## src/rtl/riscy_pkg.sv

```systemverilog
// Shared encodings for the RISCY fetch/next-PC sequencer and its helpers.
package riscy_pkg;

    // Opcode (instr[31:26]) and funct (instr[5:0]) values of interest
    localparam logic [5:0] OP_SPECIAL = 6'b000000;
    localparam logic [5:0] OP_J       = 6'b000010;
    localparam logic [5:0] OP_JAL     = 6'b000011;
    localparam logic [5:0] OP_BEQ     = 6'b000100;
    localparam logic [5:0] OP_BNE     = 6'b000101;
    localparam logic [5:0] FUNCT_JR   = 6'b001000;

    // Program counter select encodings
    localparam logic [1:0] PC_INC    = 2'b00;
    localparam logic [1:0] PC_JUMP   = 2'b01;
    localparam logic [1:0] PC_REG    = 2'b10;
    localparam logic [1:0] PC_BRANCH = 2'b11;

    // Sequencer states
    typedef logic [2:0] state_t;
    localparam state_t ST_FETCH     = 3'd0;
    localparam state_t ST_IMEM_WAIT = 3'd1;
    localparam state_t ST_DECODE    = 3'd2;
    localparam state_t ST_EXEC      = 3'd3;
    localparam state_t ST_UPDATE    = 3'd4;
    localparam state_t ST_HALT      = 3'd5;

    // Instruction classes as seen by next-PC and hazard logic
    typedef enum logic [2:0] {
        CLS_SEQ,
        CLS_JUMP,
        CLS_REG,
        CLS_BRANCH,
        CLS_HALT
    } insn_class_t;

    // Branch resolution from opcode and ALU zero flag; non-branches never take
    function automatic logic branch_taken(input logic [5:0] opcode, input logic zero);
        return ((opcode == OP_BEQ) && zero) || ((opcode == OP_BNE) && !zero);
    endfunction

endpackage

```

## src/rtl/insn_classifier.sv

```systemverilog
// Combinational instruction classifier shared by the sequencer and hazard logic.
module insn_classifier
    import riscy_pkg::*;
#(
    parameter logic [5:0] HALT_OPCODE = 6'b111111
) (
    input  logic [31:0]  instr,
    output insn_class_t  cls
);

    logic [5:0] opcode;
    logic [5:0] funct;

    assign opcode = instr[31:26];
    assign funct  = instr[5:0];

    // Priority order: jumps, register jump, branches, halt, then everything else
    always_comb begin
        cls = CLS_SEQ;
        if (opcode == OP_J || opcode == OP_JAL) begin
            cls = CLS_JUMP;
        end else if (opcode == OP_SPECIAL && funct == FUNCT_JR) begin
            cls = CLS_REG;
        end else if (opcode == OP_BEQ || opcode == OP_BNE) begin
            cls = CLS_BRANCH;
        end else if (opcode == HALT_OPCODE) begin
            cls = CLS_HALT;
        end
    end

endmodule

```

## src/rtl/pc_sequencer.sv

```systemverilog
// Multi-cycle fetch / decode / execute / next-PC controller for the RISCY core.
module pc_sequencer
    import riscy_pkg::*;
#(
    parameter logic [5:0]  HALT_OPCODE = 6'b111111,
    parameter int unsigned CNT_W       = 32
) (
    input  logic             clk,
    input  logic             reset,
    input  logic             stall,
    output logic             imem_req,
    input  logic             imem_ready,
    input  logic [31:0]      imem_rdata,
    output logic [31:0]      instr,
    output logic             exec_start,
    input  logic             exec_done,
    input  logic             alu_zero,
    output logic [1:0]       pc_ctrl,
    output logic             pc_write,
    output logic [25:0]      jump_address,
    output logic [15:0]      branch_offset,
    output logic             halted,
    output logic [CNT_W-1:0] retired_count
);

    state_t            state_q, state_d;
    logic [31:0]       instr_q;
    insn_class_t       cls_q;
    insn_class_t       cls_dec;
    logic              taken_q;
    logic              exec_first_q;
    logic [CNT_W-1:0]  count_q;
    logic              fetch_hit;

    insn_classifier #(
        .HALT_OPCODE (HALT_OPCODE)
    ) u_classifier (
        .instr (instr_q),
        .cls   (cls_dec)
    );

    // A fetch completes when data arrives while a request is outstanding
    assign fetch_hit = imem_ready &&
                       ((state_q == ST_FETCH && !stall) || state_q == ST_IMEM_WAIT);

    // Next-state selection
    always_comb begin
        state_d = state_q;
        case (state_q)
            ST_FETCH: begin
                if (!stall) state_d = imem_ready ? ST_DECODE : ST_IMEM_WAIT;
            end
            ST_IMEM_WAIT: begin
                if (imem_ready) state_d = ST_DECODE;
            end
            ST_DECODE: begin
                unique case (cls_dec)
                    CLS_JUMP, CLS_REG: state_d = ST_UPDATE;
                    CLS_HALT:          state_d = ST_HALT;
                    default:           state_d = ST_EXEC;
                endcase
            end
            ST_EXEC: begin
                if (exec_done) state_d = ST_UPDATE;
            end
            ST_UPDATE: state_d = ST_FETCH;
            ST_HALT:   state_d = ST_HALT;
            default:   state_d = ST_FETCH;
        endcase
    end

    // State, instruction latch, branch outcome and retirement counter
    always_ff @(posedge clk) begin
        if (!reset) begin
            state_q      <= ST_FETCH;
            instr_q      <= '0;
            cls_q        <= CLS_SEQ;
            taken_q      <= 1'b0;
            exec_first_q <= 1'b0;
            count_q      <= '0;
        end else begin
            state_q      <= state_d;
            // Marks the first EXEC cycle so exec_start is a single pulse
            exec_first_q <= (state_q != ST_EXEC) && (state_d == ST_EXEC);
            if (fetch_hit) instr_q <= imem_rdata;
            if (state_q == ST_DECODE) begin
                cls_q   <= cls_dec;
                taken_q <= 1'b0;
            end
            if (state_q == ST_EXEC && exec_done) begin
                taken_q <= branch_taken(instr_q[31:26], alu_zero);
            end
            if (state_q == ST_UPDATE) count_q <= count_q + CNT_W'(1);
        end
    end

    // PC select is only meaningful during UPDATE; idle at PC_INC otherwise
    always_comb begin
        pc_ctrl = PC_INC;
        if (state_q == ST_UPDATE) begin
            unique case (cls_q)
                CLS_JUMP:   pc_ctrl = PC_JUMP;
                CLS_REG:    pc_ctrl = PC_REG;
                CLS_BRANCH: pc_ctrl = taken_q ? PC_BRANCH : PC_INC;
                default:    pc_ctrl = PC_INC;
            endcase
        end
    end

    // Request is gated by reset so no fetch is visible while reset is held
    assign imem_req = reset &&
                      ((state_q == ST_FETCH && !stall) || state_q == ST_IMEM_WAIT);

    assign exec_start    = (state_q == ST_EXEC) && exec_first_q;
    assign pc_write      = (state_q == ST_UPDATE);
    assign halted        = (state_q == ST_HALT);
    assign instr         = instr_q;
    assign jump_address  = instr_q[25:0];
    assign branch_offset = instr_q[15:0];
    assign retired_count = count_q;

endmodule

```

## config.mk

```make
export PLATFORM = sky130hd
export DESIGN_NAME = pc_sequencer
export DESIGN_NICKNAME = d
export VERILOG_FILES = /design/src/rtl/riscy_pkg.sv /design/src/rtl/insn_classifier.sv /design/src/rtl/pc_sequencer.sv
export SDC_FILE = /design/constraint.sdc
export NUM_CORES = 1
export LEC_CHECK = 0
export CAP_MARGIN = 20
export CORE_MARGIN = 2
export CORE_UTILIZATION = 39
export CTS_BUF_LIST = sky130_fd_sc_hd__clkbuf_4 sky130_fd_sc_hd__clkbuf_8
export DETAILED_ROUTE_END_ITERATION = 8
export PLACE_DENSITY = 0.75
export SLEW_MARGIN = 20
export SYNTH_ARGS = -nofsm -noshare
export SYNTH_HDL_FRONTEND = slang
export SYNTH_SLANG_ARGS = --single-unit
```

## constraint.sdc

```tcl
create_clock -name clk -period 3.6 [get_ports clk]
set_input_delay 0.72 -clock clk [delete_from_list [all_inputs] [get_ports clk]]
set_output_delay 0.72 -clock clk [all_outputs]
set_load 0.02 [all_outputs]
```

==> results of run 1 <==
==> power by group through the flow <==
stage | clock network (µW) | registers (µW) | logic (µW)
floorplan | 0 | 902 | 192
global placement | 0 | 879 | 353
detailed placement | 0 | 881 | 357
CTS | 677 | 863 | 359
global route | 714 | 869 | 382
finish | 663 | 863 | 356
==> cells in the final DEF (no fill, tap or decap), types with 8 or more instances in the layout <==
cell type,netlist,routed
sky130_fd_sc_hd__nand3_1,16,16
sky130_fd_sc_hd__clkbuf_8,0,10
sky130_fd_sc_hd__xnor2_1,8,8
sky130_fd_sc_hd__clkdlybuf4s50_1,0,149
sky130_fd_sc_hd__a21oi_1,53,53
sky130_fd_sc_hd__nand4_1,11,11
sky130_fd_sc_hd__dfxtp_1,72,72
sky130_fd_sc_hd__nand2b_1,9,9
sky130_fd_sc_hd__nor4_1,8,8
sky130_fd_sc_hd__nand2_1,90,90
sky130_fd_sc_hd__o31ai_1,12,12
sky130_fd_sc_hd__nor2_1,12,12
sky130_fd_sc_hd__or4_1,13,13
==> registers in the layout, summed over array words and instances, names as in the netlist <==
signal and count:
cls_q 3, exec_first_q 1, instr 32, retired_count 32, state_q 3, taken_q 1
==> through the flow <==
step / power, µW / std cells
after floorplan: 1090 / 431
after global placement: 1230 / 629
after detailed placement: 1240 / 629
after CTS: 1900 / 645
after global routing: 1960 / 645
final: 1880 / 645
==> cell families (layout without fill, tap and decap cells) <==
logic type | after synthesis | count (layout)
multiplexers | 7 | 7
adder cells (fa/ha/maj) | 1 | 1
XOR/XNOR | 12 | 12
AND/OR/NAND/NOR | 190 | 190
buffers and inverters | 70 | 176
AO/OA/AOI/OAI | 79 | 79
flip-flops | 72 | 72
==> synth_stat cells (2+ instances only) <==
cell type and number:
sky130_fd_sc_hd__o21ai_0 6, sky130_fd_sc_hd__nand2b_1 9, sky130_fd_sc_hd__nand4_1 11, sky130_fd_sc_hd__nor2b_1 4, sky130_fd_sc_hd__xnor2_1 8, sky130_fd_sc_hd__a21oi_1 53
sky130_fd_sc_hd__xor2_1 4, sky130_fd_sc_hd__dfxtp_1 72, sky130_fd_sc_hd__clkbuf_1 19, sky130_fd_sc_hd__clkinv_1 2, sky130_fd_sc_hd__nor2_1 12, sky130_fd_sc_hd__nand2_1 90
sky130_fd_sc_hd__buf_4 43, sky130_fd_sc_hd__mux2i_1 7, sky130_fd_sc_hd__or2_2 2, sky130_fd_sc_hd__or3_1 3, sky130_fd_sc_hd__o31ai_1 12, sky130_fd_sc_hd__inv_1 4
sky130_fd_sc_hd__and3_1 4, sky130_fd_sc_hd__nand3_1 16, sky130_fd_sc_hd__and2_1 2, sky130_fd_sc_hd__nor4_1 8, sky130_fd_sc_hd__buf_2 2, sky130_fd_sc_hd__or4_1 13
sky130_fd_sc_hd__o32a_1 2, sky130_fd_sc_hd__nor3_1 6, sky130_fd_sc_hd__nor4b_1 2, sky130_fd_sc_hd__and4_1 3
==> routing by layer <==
metal,vias to the layer above,routed length (µm),global-route usage [%]
met5,-,0,0
met4,0,70,5.69
met3,7,755,6.87
met2,106,4320,31.8
met1,1508,3800,21.1
li1,1661,-,-
==> critical path: cells and delay by family (launching register included) <==
family / cells / cell delay [ns]
flops: 1 / 0.51
simple gates: 1 / 0.53
compound gates: 1 / 0.38
buf+inv: 1 / 0.70
==> worst max path at each step <==
stage                           from         end  slack (ns)  cells after the start
final                     state_q[2]  pc_ctrl[0]        0.42                      3
after global routing      state_q[2]  pc_ctrl[0]        0.29                      3
after CTS                 state_q[2]  pc_ctrl[0]        0.39                      3
after detailed placement       reset    imem_req        0.48                      4
after global placement         reset    imem_req        0.46                      4
after floorplan           state_q[1]  pc_ctrl[0]        0.75                      4
==> area by class of cell <==
cell class | instances | share of cell area [%]
timing repair buffer | 154 | 31.0
tap | 108 | 2.74
clock inverter | 6 | 1.37
inverter | 6 | 0.457
clock buffer | 10 | 2.79
multi-input combinational | 289 | 32.4
sequential | 72 | 29.2
==> out/qor_table.md, run 1 <==
| Parameter | This run |
|:---|:---|
| TritonCTS Buffers | 9 |
| Chain of cells forming the critical path | or3b_4 > a2111oi_0 > clkdlybuf4s50_1 |
| Adder-cell area share of the yosys netlist | 0.362% |
| Part of the power in the clock network | 35.3% |
| Total setup violations reported at the end of the flow | 0 |
| Yosys warning total | 0 |
| Bufs on Longest Clock Path | 2 |
| Die width | 98.2 µm |
| Number of vias in the routed layout | 3282 |
| Largest cells by area after synthesis | sky130_fd_sc_hd__dfxtp_1 (42%), sky130_fd_sc_hd__nand2_1 (9.8%), sky130_fd_sc_hd__buf_4 (9.3%), sky130_fd_sc_hd__a21oi_1 (7.7%), sky130_fd_sc_hd__or4_1 (2.8%) |
| Clock period minus final worst setup slack | 3.18 ns |
| Data arrival time at the worst-slack endpoint | 2.46 ns |
| First-pass iteration count of the detailed router | 4 |
| Share of synthesized cell area in and, or, nand and nor gates | 27.5% |
| Complex-gate fraction of the synthesized area | 13.1% |
| Buffer count from post-CTS setup fixing | 0 |
| Area share of xor/xnor cells in the synthesized design | 3.04% |
| Multiplexer share of the synthesized area | 2.02% |
| Multi-input combinational cell area | 1600 µm² |
| Site Rows | 34 |
| Cell depth of the worst flop-to-flop path | 5 |
| Number of hold-repair buffers added at the cts stage | 0 |
| Fillers | 786 |
| Worst hold slack | 0.460 ns |
| Total Negative Setup Slacks | 0 ns |
| Ys async rst share | 0% |
| Post-cts resize count | 0 |
| Finished Core Util | 56.8% |
| Largest family of logic cells by synthesized area | simple AND/OR/NAND/NOR gates |
| Post-detailed-route count of antenna-violating nets | 0 |
| Clock transition at the registers of the reported paths | 0.08 ns |
| Proportion of power drawn by combinational gates | 18.9% |
| Port-buffer cells | 149 |
| Final period util | 88.4% |
| Flop2flop setup slack | 1.21 ns |
| Antenna violations before repair | 0 |
| Classification of the worst-slack hold path | register to register |
| Cell accounting for the most synthesized area | sky130_fd_sc_hd__dfxtp_1 |
| Initial core utilization | 39.9% |
| Hold path start | cls_q[0] |
| Most common flop cell mapped by yosys | sky130_fd_sc_hd__dfxtp_1 |
| Crit Path Max Fanout | 14 |
| Stage delay of the slowest cell on the critical path | 0.70 ns |
| Post-route worst setup slack | 0.417 ns |
| Die H | 98.2 µm |
| Final Routed Wirelength | 8940 µm |
| Remaining global-route overflow | 0 |
| Largest net degree at the start of global routing | 61 |
| Net switching component of the power | 543 µW |
| Share of power burned in registers | 45.8% |
| Area of the mapped netlist | 3460 µm² |
| Share of synthesized area occupied by flip-flops and latches | 41.6% |
| Clk sinks | 72 |
| Register bit total from synthesis | 72 |
| Type of origin of the critical path | register |
| Power Dens Cells | 382 nW/µm² |
| Net count reported at finish | 571 |
| Peak supply drop | 219 µV |
| Final Hold Fails | 0 |
| Final count of pins violating max slew | 0 |
| Routed WL per cell | 13.9 µm |
| Drc violations | 0 |
| Fin Clk Skew | 0.0116 ns |
| H-Tree Depth | 3 |
| Reg2reg start | state_q[2] |
| Cell leakage power | 0.00166 µW |
| Number of distinct standard cells referenced by the synthesized netlist | 40 |
| Syn Area/Cell | 8.03 µm² |
| Cell internal pwr | 1340 µW |
| Avg Vias per Cell | 5.09 |
| Number of violations reported at the end of detailed-routing iteration 0 | 83 |
| Highest clock frequency the design can meet | 0.314 GHz |
| Top cell type's share of synthesized area | 41.6% |
| Element type at the critical path end | output port |
| Layout cells sized above 1 | 5.40% |
| Inserted Diodes | 0 |
| Post-Syn Instances | 431 |
| Worst Hold Depth | 2 |
| Measured slew at the worst slew-check pin | 0.818 ns |
| Req. time, crit path | 2.88 ns |
| Area Overhead vs Synth | 42.5% |
| CTS tree | done |
| Switching part of the total | 28.8% |
| Min-Delay Endpoint | cls_q[0] |
| Number of enable-type register cells in the synthesized netlist | 0 |
| Via count of the first global-routing pass | 3111 |
| Post-layout instance area | 4930 µm² |
| Insertion delay of the later-clocked pin in the worst-skew pair | 0.35 ns |
| Global Route Usage Sum | 18.4% |
| Worst relative slew slack | 44.9% |
| Number of top-level pins | 150 |
| Critical-path cell with the highest stage delay | sky130_fd_sc_hd__clkdlybuf4s50_1 |
| RR Endpoint | retired_count[25] |
| Placed cell areas | 4730 µm² |
| Setup repair after global routing missed its margin | no |
| Net count of the mapped netlist | 470 |
| Sequential cell area | 1440 µm² |
| Area of the placeable core | 8680 µm² |
| Die footprint | 9640 µm² |
| Worst setup slack after placement | 0.478 ns |
| Wire length of the first global-routing pass | 14700 µm |
| Dpl hpwl | 6270 µm |
| GPL Wtd Cong | 0.833 |
| Number of max-capacitance violations reported | 0 |
| Run status | completed |
| Clock tree root buffer cell | sky130_fd_sc_hd__clkbuf_8 |
| Critical Setup Path Class | register to output port |
Note: power is estimated with default switching activity, not from simulation.
==> run 2, diff against run 1 <==
Settings changed: PLACE_DENSITY 0.75 to 0.78.
Clock period 3.6 ns to 2.9 ns, I/O delays scaled along.
==> run 2 against run 1 <==
Effect of this change: clock power grew 33%; routed wire length grew 0.77%; critical endpoint is now pc_ctrl[1]; setup slack lost 0.27 ns; core utilization grew 0.39 points; critical path depth grew 1; first-iteration DRC count shrank 33%; count of clock-buffer cells in the layout is the same; die area is the same.
==> out/qor_table.md, run 2 (synthesis results as in run 1) <==
| Parameter | This run | Delta |
|:---|:---|:---|
| Run status | completed |  |
| Number of hold-repair buffers added at the cts stage | 0 | unchanged |
| Req. time, crit path | 2.32 ns | -0.56 ns |
| Worst hold slack | 0.456 ns | -0.00455 ns |
| Total Negative Setup Slacks | 0 ns | unchanged |
| Power Dens Cells | 483 nW/µm² | +26% |
| Clock transition at the registers of the reported paths | 0.07 ns | about the same |
| Largest net degree at the start of global routing | 61 | unchanged |
| Site Rows | 34 | unchanged |
| Port-buffer cells | 149 | unchanged |
| Highest clock frequency the design can meet | 0.363 GHz |  |
| Fillers | 799 | +1.7% |
| Bufs on Longest Clock Path | 2 | unchanged |
| Buffer count from post-CTS setup fixing | 0 | unchanged |
| Multi-input combinational cell area | 1600 µm² | unchanged |
| Net switching component of the power | 659 µW | +21% |
| Area of the placeable core | 8680 µm² | unchanged |
| Avg Vias per Cell | 5.15 | +1.2% |
| Remaining global-route overflow | 0 | unchanged |
| Die footprint | 9640 µm² | unchanged |
| Number of vias in the routed layout | 3332 | +1.5% |
| Die width | 98.2 µm | unchanged |
| Inserted Diodes | 0 | unchanged |
| Clk sinks | 72 | unchanged |
| Wire length of the first global-routing pass | 14700 µm | +0.33% |
| Proportion of power drawn by combinational gates | 18.4% | -0.5 points |
| H-Tree Depth | 3 | unchanged |
| Routed WL per cell | 13.9 µm | +0.46% |
| Number of max-capacitance violations reported | 0 | unchanged |
| Classification of the worst-slack hold path | register to register |  |
| Via count of the first global-routing pass | 3095 | -0.51% |
| Global Route Usage Sum | 18.4% | +0.029 points |
| Initial core utilization | 39.9% | unchanged |
| Clock period minus final worst setup slack | 2.75 ns |  |
| Type of origin of the critical path | register |  |
| Area Overhead vs Synth | 43.5% |  |
| Insertion delay of the later-clocked pin in the worst-skew pair | 0.34 ns | about the same |
| Number of violations reported at the end of detailed-routing iteration 0 | 56 | -33% |
| Dpl hpwl | 6430 µm | +2.5% |
| Drc violations | 0 | unchanged |
| Critical Setup Path Class | register to output port |  |
| Most frequent standard cell in the layout excluding fill and tap cells | sky130_fd_sc_hd__clkdlybuf4s50_1 |  |
| Final period util | 94.9% |  |
| Post-layout instance area | 4970 µm² | +0.68% |
| Final Hold Fails | 0 | unchanged |
| Net count reported at finish | 573 | +0.35% |
| GPL Wtd Cong | 0.741 | -11% |
| Total setup violations reported at the end of the flow | 0 | unchanged |
| Switching part of the total | 27.5% | -1.4 points |
| Final Routed Wirelength | 9010 µm | +0.77% |
| Die H | 98.2 µm | unchanged |
| Setup repair after global routing missed its margin | no |  |
| Most used cells in the layout excluding fill and tap cells | sky130_fd_sc_hd__clkdlybuf4s50_1 (148), sky130_fd_sc_hd__nand2_1 (90), sky130_fd_sc_hd__dfxtp_1 (71) |  |
| CTS tree | done |  |
| Fin Clk Skew | 0.0144 ns | +0.00277 ns |
| Placed cell areas | 4740 µm² | +0.32% |
| Worst relative slew slack | 47.4% | +2.4 points |
| Part of the power in the clock network | 36.9% | +1.6 points |
| TritonCTS Buffers | 9 | unchanged |
| Element type at the critical path end | output port |  |
| Number of top-level pins | 150 | unchanged |
| Cell leakage power | 0.00168 µW | +1.2% |
| Clock tree root buffer cell | sky130_fd_sc_hd__clkbuf_8 |  |
| Post-detailed-route count of antenna-violating nets | 0 | unchanged |
| Measured slew at the worst slew-check pin | 0.782 ns | -0.0363 ns |
| Crit Path Max Fanout | 13 | -1 |
| First-pass iteration count of the detailed router | 4 | unchanged |
| Sequential cell area | 1440 µm² | about the same |
| Share of power burned in registers | 44.7% | -1.1 points |
| Cell internal pwr | 1740 µW | +30% |
| Peak supply drop | 291 µV | +33% |
| Final count of pins violating max slew | 0 | unchanged |
| Data arrival time at the worst-slack endpoint | 2.17 ns | -0.29 ns |
| Layout cells sized above 1 | 5.94% | +0.54 points |
| Antenna violations before repair | 0 | unchanged |
==> run 2: cell type report <==
cell class	count	area share [%]
well taps	108	2.72
repair buffers	156	31.1
multi-input cells	289	32.2
clock buffers	10	2.65
flip-flops and latches	72	29.1
inverters	6	0.454
clock inverters	6	1.86
==> run 2: per-stage QoR <==
| step | power (µW) | worst slack (ns) | std cells | util, % |
|---|---|---|---|---|
| 2_1_floorplan | 1360 | 0.186 | 431 | - |
| 3_3_place_gp | 1530 | 0.296 | 631 | 54.6 |
| 3_5_place_dp | 1540 | 0.277 | 631 | 54.6 |
| 4_1_cts | 2430 | 0.00378 | 647 | 57.2 |
| 5_1_grt | 2500 | 0.0460 | 647 | 57.2 |
| 6_report | 2400 | 0.147 | 647 | 57.2 |
==> run 2: layer usage <==
| layer | track usage, % | share of wire (%) | up-vias | routed length (µm) |
|---|---|---|---|---|
| li1 | - | - | 1662 | - |
| met1 | 21.1 | 41 | 1532 | 3680 |
| met2 | 32.2 | 50 | 134 | 4530 |
| met3 | 6.51 | 8.3 | 4 | 752 |
| met4 | 5.48 | 0.55 | 0 | 50 |
| met5 | 0 | 0 | - | 0 |
==> run 2: repair_timing <==
item,in CTS,in global routing
endpoints found under the setup margin,1,2
hold endpoints to repair,0,0
resized for setup,1,1
==> run 2: power by group through the flow <==
stage               clock [µW]  sequential [µW]  combinational, µW
finish                     884             1070                442
global route               953             1080                473
CTS                        913             1070                446
detailed placement           0             1090                444
global placement             0             1090                438
floorplan                    0             1120                238
==> run 2: critical path, stage by stage (launching register included) <==
cell and delay (ns):
sky130_fd_sc_hd__dfxtp_2 0.42, sky130_fd_sc_hd__or3b_4 0.41, sky130_fd_sc_hd__buf_4 0.20, sky130_fd_sc_hd__nor3_1 0.17
sky130_fd_sc_hd__clkdlybuf4s50_1 0.65
==> run 2: worst paths after layout <==
path | cells after the start | from | slack, ns | to
max | 4 | state_q[2] | 0.15 | pc_ctrl[1]
max reg2reg | 6 | state_q[2] | 0.57 | retired_count[23]
min | 2 | cls_q[0] | 0.46 | cls_q[0]
min reg2reg | 2 | cls_q[0] | 0.46 | cls_q[0]
